===== src/rtl/adc128s_spi_model_spi_slave_sync_shift.sv =====
// SPI slave front end: clk-domain synchronisers, SCLK/SS_n edge detection,
// bit counter and the receive/transmit shift registers.
module spi_slave_sync_shift #(
  parameter int FRAME_BITS = 16,
  parameter int CNT_W      = $clog2(FRAME_BITS + 1)
) (
  input  logic                  clk,
  input  logic                  rst,
  input  logic                  ss_n_i,
  input  logic                  sclk_i,
  input  logic                  mosi_i,
  input  logic [FRAME_BITS-1:0] load_i,
  output logic                  frame_start_o,
  output logic                  frame_done_o,
  output logic [FRAME_BITS-1:0] rx_word_o,
  output logic                  miso_o
);

  localparam logic [CNT_W-1:0] FULL_CNT = CNT_W'(FRAME_BITS);

  logic [2:0]            ss_sync_q;
  logic [2:0]            sclk_sync_q;
  logic [1:0]            mosi_sync_q;
  logic [CNT_W-1:0]      bit_cnt_q, bit_cnt_d;
  logic [FRAME_BITS-1:0] rx_q, rx_d;
  logic [FRAME_BITS-1:0] tx_q, tx_d;
  logic                  miso_q, miso_d;

  logic ss_n_s, ss_fall, ss_rise, sclk_rise, sclk_fall, mosi_s;

  // Bit 1 of each chain is the synchronised level, bit 2 the previous one.
  assign ss_n_s    = ss_sync_q[1];
  assign ss_fall   = ss_sync_q[2] & ~ss_sync_q[1];
  assign ss_rise   = ~ss_sync_q[2] & ss_sync_q[1];
  assign sclk_rise = ~sclk_sync_q[2] & sclk_sync_q[1];
  assign sclk_fall = sclk_sync_q[2] & ~sclk_sync_q[1];
  assign mosi_s    = mosi_sync_q[1];

  always_comb begin
    bit_cnt_d = bit_cnt_q;
    rx_d      = rx_q;
    tx_d      = tx_q;
    miso_d    = miso_q;
    if (ss_fall) begin
      bit_cnt_d = '0;
      tx_d      = load_i;
      miso_d    = load_i[FRAME_BITS-1];
    end else if (!ss_n_s) begin
      if (sclk_rise && (bit_cnt_q < FULL_CNT)) begin
        rx_d      = {rx_q[FRAME_BITS-2:0], mosi_s};
        bit_cnt_d = bit_cnt_q + 1'b1;
      end
      // The leading fall of a frame precedes the first sample and must not shift.
      if (sclk_fall && (bit_cnt_q != '0)) begin
        tx_d   = {tx_q[FRAME_BITS-2:0], 1'b0};
        miso_d = tx_q[FRAME_BITS-2];
      end
    end else begin
      miso_d = 1'b0;
    end
  end

  always_ff @(posedge clk) begin
    if (rst) begin
      ss_sync_q   <= 3'b111;
      sclk_sync_q <= 3'b111;
      mosi_sync_q <= 2'b00;
      bit_cnt_q   <= '0;
      rx_q        <= '0;
      tx_q        <= '0;
      miso_q      <= 1'b0;
    end else begin
      ss_sync_q   <= {ss_sync_q[1:0], ss_n_i};
      sclk_sync_q <= {sclk_sync_q[1:0], sclk_i};
      mosi_sync_q <= {mosi_sync_q[0], mosi_i};
      bit_cnt_q   <= bit_cnt_d;
      rx_q        <= rx_d;
      tx_q        <= tx_d;
      miso_q      <= miso_d;
    end
  end

  assign frame_start_o = ss_fall;
  assign frame_done_o  = ss_rise && (bit_cnt_q == FULL_CNT);
  assign rx_word_o     = rx_q;
  assign miso_o        = miso_q;

endmodule


===== config.mk =====
export PLATFORM = sky130hd
export DESIGN_NAME = spi_slave_sync_shift
export DESIGN_NICKNAME = d
export VERILOG_FILES = /design/src/rtl/adc128s_spi_model_spi_slave_sync_shift.sv
export SDC_FILE = /design/constraint.sdc
export NUM_CORES = 1
export LEC_CHECK = 0
export CAP_MARGIN = 15
export CORE_UTILIZATION = 44
export CTS_BUF_LIST = sky130_fd_sc_hd__clkbuf_4 sky130_fd_sc_hd__clkbuf_8 sky130_fd_sc_hd__clkbuf_16
export DETAILED_ROUTE_END_ITERATION = 10
export GPL_ROUTABILITY_DRIVEN = 0
export GPL_TIMING_DRIVEN = 0
export HOLD_SLACK_MARGIN = 0.12
export MAX_ROUTING_LAYER = met4
export PLACE_DENSITY = 0.72
export RECOVER_POWER = 50
export SYNTH_ARGS = -nofsm -noshare
export SYNTH_HDL_FRONTEND = slang
export SYNTH_SLANG_ARGS = --single-unit

===== constraint.sdc =====
create_clock -name clk -period 1.8 [get_ports clk]
set_clock_uncertainty 0.2 [all_clocks]
set_input_delay 0.45 -clock clk [delete_from_list [all_inputs] [get_ports clk]]
set_output_delay 0.45 -clock clk [all_outputs]
set_load 0.1 [all_outputs]

After elaboration in Yosys (flattened, before gate mapping)

Index checks and enable logic that the tools add are counted.

Eq/ne operators: 2
$add $sub $neg: 1
Mux-type cells: 6
Reduce and logical (&&, ||, !) cells: 10
Bitwise logic cells: 9
$lt $le $gt $ge: 1

Operators with widths:

| kind                                                          | count |
|---|---|
| 15-bit 2-to-1 mux                                             | 3 |
| 5-bit by 1-bit adder with 5-bit output, second input constant | 1 |
| 5-bit equality test, second input constant                    | 1 |
| 5-bit < comparator, second input constant                     | 1 |
| 1-bit inverter                                                | 5 |
| 5-bit nonzero test                                            | 1 |
| 1-bit bitwise AND                                             | 4 |
| 2-bit AND reduction                                           | 2 |
| 1-bit logical AND                                             | 3 |
| 1-bit 2-to-1 mux                                              | 3 |
| 3-bit AND reduction                                           | 1 |
| 3-bit nonzero test                                            | 1 |
| 2-bit != test, second input constant                          | 1 |
| 2-bit nonzero test                                            | 1 |
| 2-bit OR reduction                                            | 1 |

Register bits after elaboration: 45

Logic depth before layout (Yosys ltp)

Word-level depth: 6
Gate-level depth with buffers: 7
Depth with buffers taken out: 6

Worst setup path before layout

OpenSTA, ideal clock, no wires.

Path type: register to output
Start point: reg bit_cnt_q[0]
End point: out frame_done_o
Slack: -0.387 ns
Required time: 1.150 ns
Path buffers: 0
Cell stages (with the launch flop): 5
Arrival: 1.537 ns
Cell sequence: dfxtp_1 inv_1 ha_1 nor4b_2 and3_1

Cells in the longest elaborated chain, start to end: 2

RTL lines:

| item                   | line | source |
|---|---|---|
| from (decl)            | 24   | `logic [CNT_W-1:0] bit_cnt_q, bit_cnt_d;` |
| from (signal assigned) | 76   | `bit_cnt_q <= bit_cnt_d;` |
| 5-bit equality test    | 84   | `assign frame_done_o = ss_rise && (bit_cnt_q == FULL_CNT);` |
| 1-bit logical AND      | 84   |  |
| to (decl)              | 14   | `output logic frame_done_o,` |

No other way between the ends.

Final worst setup path

Start point: reg bit_cnt_q[1]
End point: out frame_done_o

The elaborated chain is that of the path after synthesis.

==> results.json <==
{
  "total_power_mw": 2.03,
  "clk-insertion-delay-late_ns": 0.29,
  "synth_cell_types": 26,
  "worst-path-max-fanout": 2,
  "most_instantiated_flip_flop_cell_in_the_synthesis_netlist": "dfxtp_1",
  "hold_slack_final_ns": 0.214,
  "worst_stage_delay_on_the_critical_path_ns": 0.33,
  "dpl_worst_slack_ns": -1.12,
  "routed_wire_length_per_instance_um": 13.5,
  "rsz_0062_raised_after_global_routing": "yes",
  "first_global_vias": 1347,
  "route.vias.total": 1521,
  "routed_via_density": 5.02,
  "detail_route.first_pass.iterations": 4,
  "final-setup-viol-count": 33,
  "placed_cell_area_um2": 2230,
  "ys.warnings.count": 0,
  "vdd_ir_drop_max_v": 0.000599,
  "achievable-frequency_mhz": 477,
  "data_arrival_time_of_the_critical_path_ns": 1.45,
  "post_route_cells_drive_above_1_share": 0.361,
  "antenna_violating_nets_post_route": 0,
  "layout.nets": 277,
  "postSynthCellCount": 190,
  "worstSetupStartpoint": "bit_cnt_q[1]",
  "cp_cell_sequence": "inv_2 > ha_4 > nor4b_4 > and3_4 > buf_12",
  "cts-buffers-inserted": 5,
  "cts_tree": "built",
  "cp-end-kind": "primary output",
  "cts.clk_slew.worst_paths_ns": 0.08,
  "launch_instance_of_the_worst_register_to_register_path": "bit_cnt_q[1]",
  "cts.sink_count": 45,
  "critical_path.slowest_cell": "dfxtp_2",
  "overall_die_area_um2": 4260,
  "worstSetupPathType": "flip-flop to primary output",
  "placedCellCount": 277,
  "grt_use_total": 0.192,
  "insertedDiodeCount": 0,
  "site_rows": 22,
  "synth.cell_area_um2": 1760,
  "routed_wl_mm": 4.11,
  "timing.final.crit_period_ns": 2.10,
  "worst_setup_path_start_kind": "flip-flop",
  "utilization": 0.693,
  "final_hold_viols": 0,
  "root_buffer": "clkbuf_8",
  "tightest_slew_ns": 0.607,
  "height_of_the_die_um": 65.3,
  "cts_htree_levels": 2,
  "power_density_nw_per_um2": 785,
  "failed_checks": "negative setup slack",
  "layout_common_cells": "41 x dfxtp_1, 35 x nand2_1, 19 x clkdlybuf4s50_1",
  "min_from": "ss_sync_q[0]",
  "drt-initial-drc-count": 122,
  "cts_hold_buffers": 0,
  "critical_path_required_ns": 1.15,
  "outcome": "complete, but fails checks",
  "p_leak_nw": 0.981,
  "number_of_flops_mapped_to_enable_cells_by_yosys": 0,
  "grt_pass1_wl_mm": 6.13,
  "dpl.hpwl_mm": 2.35,
  "antenna_found_initial": 0,
  "synth.net_count": 213,
  "final_design_area_excluding_fillers_um2": 2590,
  "postSynth.asyncResetShare": 0,
  "cts-root-to-sink-buffers": 2,
  "layout_worst_path_cycle_share": 1.16,
  "slew_viol_final": 0,
  "setup-tns-final_ns": -3.78,
  "globalRouteOverflowTotal": 0,
  "drv_cap": 0,
  "ys_ff_latch": 45,
  "timing.final.ws_setup_ns": -0.295,
  "synth_top_cells_by_area": "dfxtp_1 51%, mux2i_1 8.5%, nand2_1 7.5%, a211oi_1 6.4%, a21oi_1 4.8%",
  "final_cells": 303,
  "seq_area_frac_synth": 0.511,
  "synth_top_cell_area_share": 0.511,
  "syn-mean-instance-area_um2": 9.27,
  "remaining_routing_drc_violations": 0,
  "most_common_library_cell_in_the_layout_ignoring_fill_and_taps": "dfxtp_1",
  "num-fill-cells": 318,
  "floorplan.core_area_um2": 3740,
  "synthDominantAreaCellType": "dfxtp_1",
  "floorplan.io_pins": 40,
  "floorplan.die.width_um": 65.3,
  "pin_count_of_the_biggest_net_entering_global_routing": 14,
  "timing.max_slew.rel_slack": 0.595,
  "area_added_between_synthesis_and_finish_pct": 47.2,
  "initial_core_util": 0.471,
  "numPortBuffers": 39,
  "timing.hold.worst.class": "flip-flop to flip-flop"
}
registers in the layout, summed over array words and instances, names as in the netlist:
signal / cells
tx_q: 15
ss_sync_q: 3
mosi_sync_q: 2
bit_cnt_q: 5
sclk_sync_q: 3
rx_word_o: 16
miso_o: 1
synth_stat cells, types with 2 or more instances:
master    instances
a211oi_1         15
dfxtp_1          45
nand2_1          35
a21oi_1          17
nor2b_1           2
nor2_1           21
inv_1             4
mux2i_1          15
or2_2             7
buf_2             4
a21oi_2           2
clkbuf_1          4
buf_6             2
xor2_1            2
nand4_1           2
ha_1              2
nand2b_1          2
kinds of logic after synthesis:
logic type               count (synthesis)  share of synthesized area
AND/OR/NAND/NOR                         74                      0.198
flip-flops                              45                      0.511
AO/OA/AOI/OAI                           36                      0.131
buffers and inverters                   15                     0.0455
multiplexers                            15                     0.0852
XOR/XNOR                                 3                     0.0149
adder cells (fa/ha/maj)                  2                     0.0142
path summary, 6_finish.rpt:
path / to / slack, ns / cells past startpoint
max: frame_done_o / -0.30 / 5
min: ss_sync_q[1] / 0.21 / 1
max reg2reg: tx_q[9] / -0.18 / 9
min reg2reg: ss_sync_q[1] / 0.21 / 1
critical path: cells and delay by family (launching register included):
family,cells,cell delay [ns]
fa+ha+maj,1,0.13
buf+inv,2,0.24
flops,1,0.33
simple gates,2,0.44
layout make-up:
cell class	instances	area (um2)	share of cell area
buffer	11	97.6	0.0376
clock buffer	7	90.1	0.0347
clock inverter	1	30.0	0.0116
inverter	4	15.0	0.00579
multi-input combinational	130	913	0.352
sequential	45	908	0.350
tap	48	60.1	0.0232
timing repair buffer	57	479	0.185
metal layers:
metal | wire (um) | track usage | vias up
met5 | 0 | - | -
met2 | 2000 | 0.291 | 24
met1 | 1940 | 0.250 | 722
met4 | 36 | 0.0489 | 0
met3 | 125 | 0.0573 | 4
li1 | - | - | 771
power by group:
part	internal [mW]	switching, mW	leakage [nW]	total [mW]
Clock	0.468	0.325	0.0619	0.792
Sequential	1.02	0.0172	0.366	1.04
Combinational	0.112	0.0946	0.553	0.207
Total	1.60	0.437	0.981	2.03
what timing repair did:
item / in CTS / in global routing
setup endpoints to repair: 50 / 32
setup buffers: 4 / 11
cloned: 0 / 3
gates resized for setup: 119 / 37
pin swaps: 3 / 12
Power figures use the tool's default switching activity.
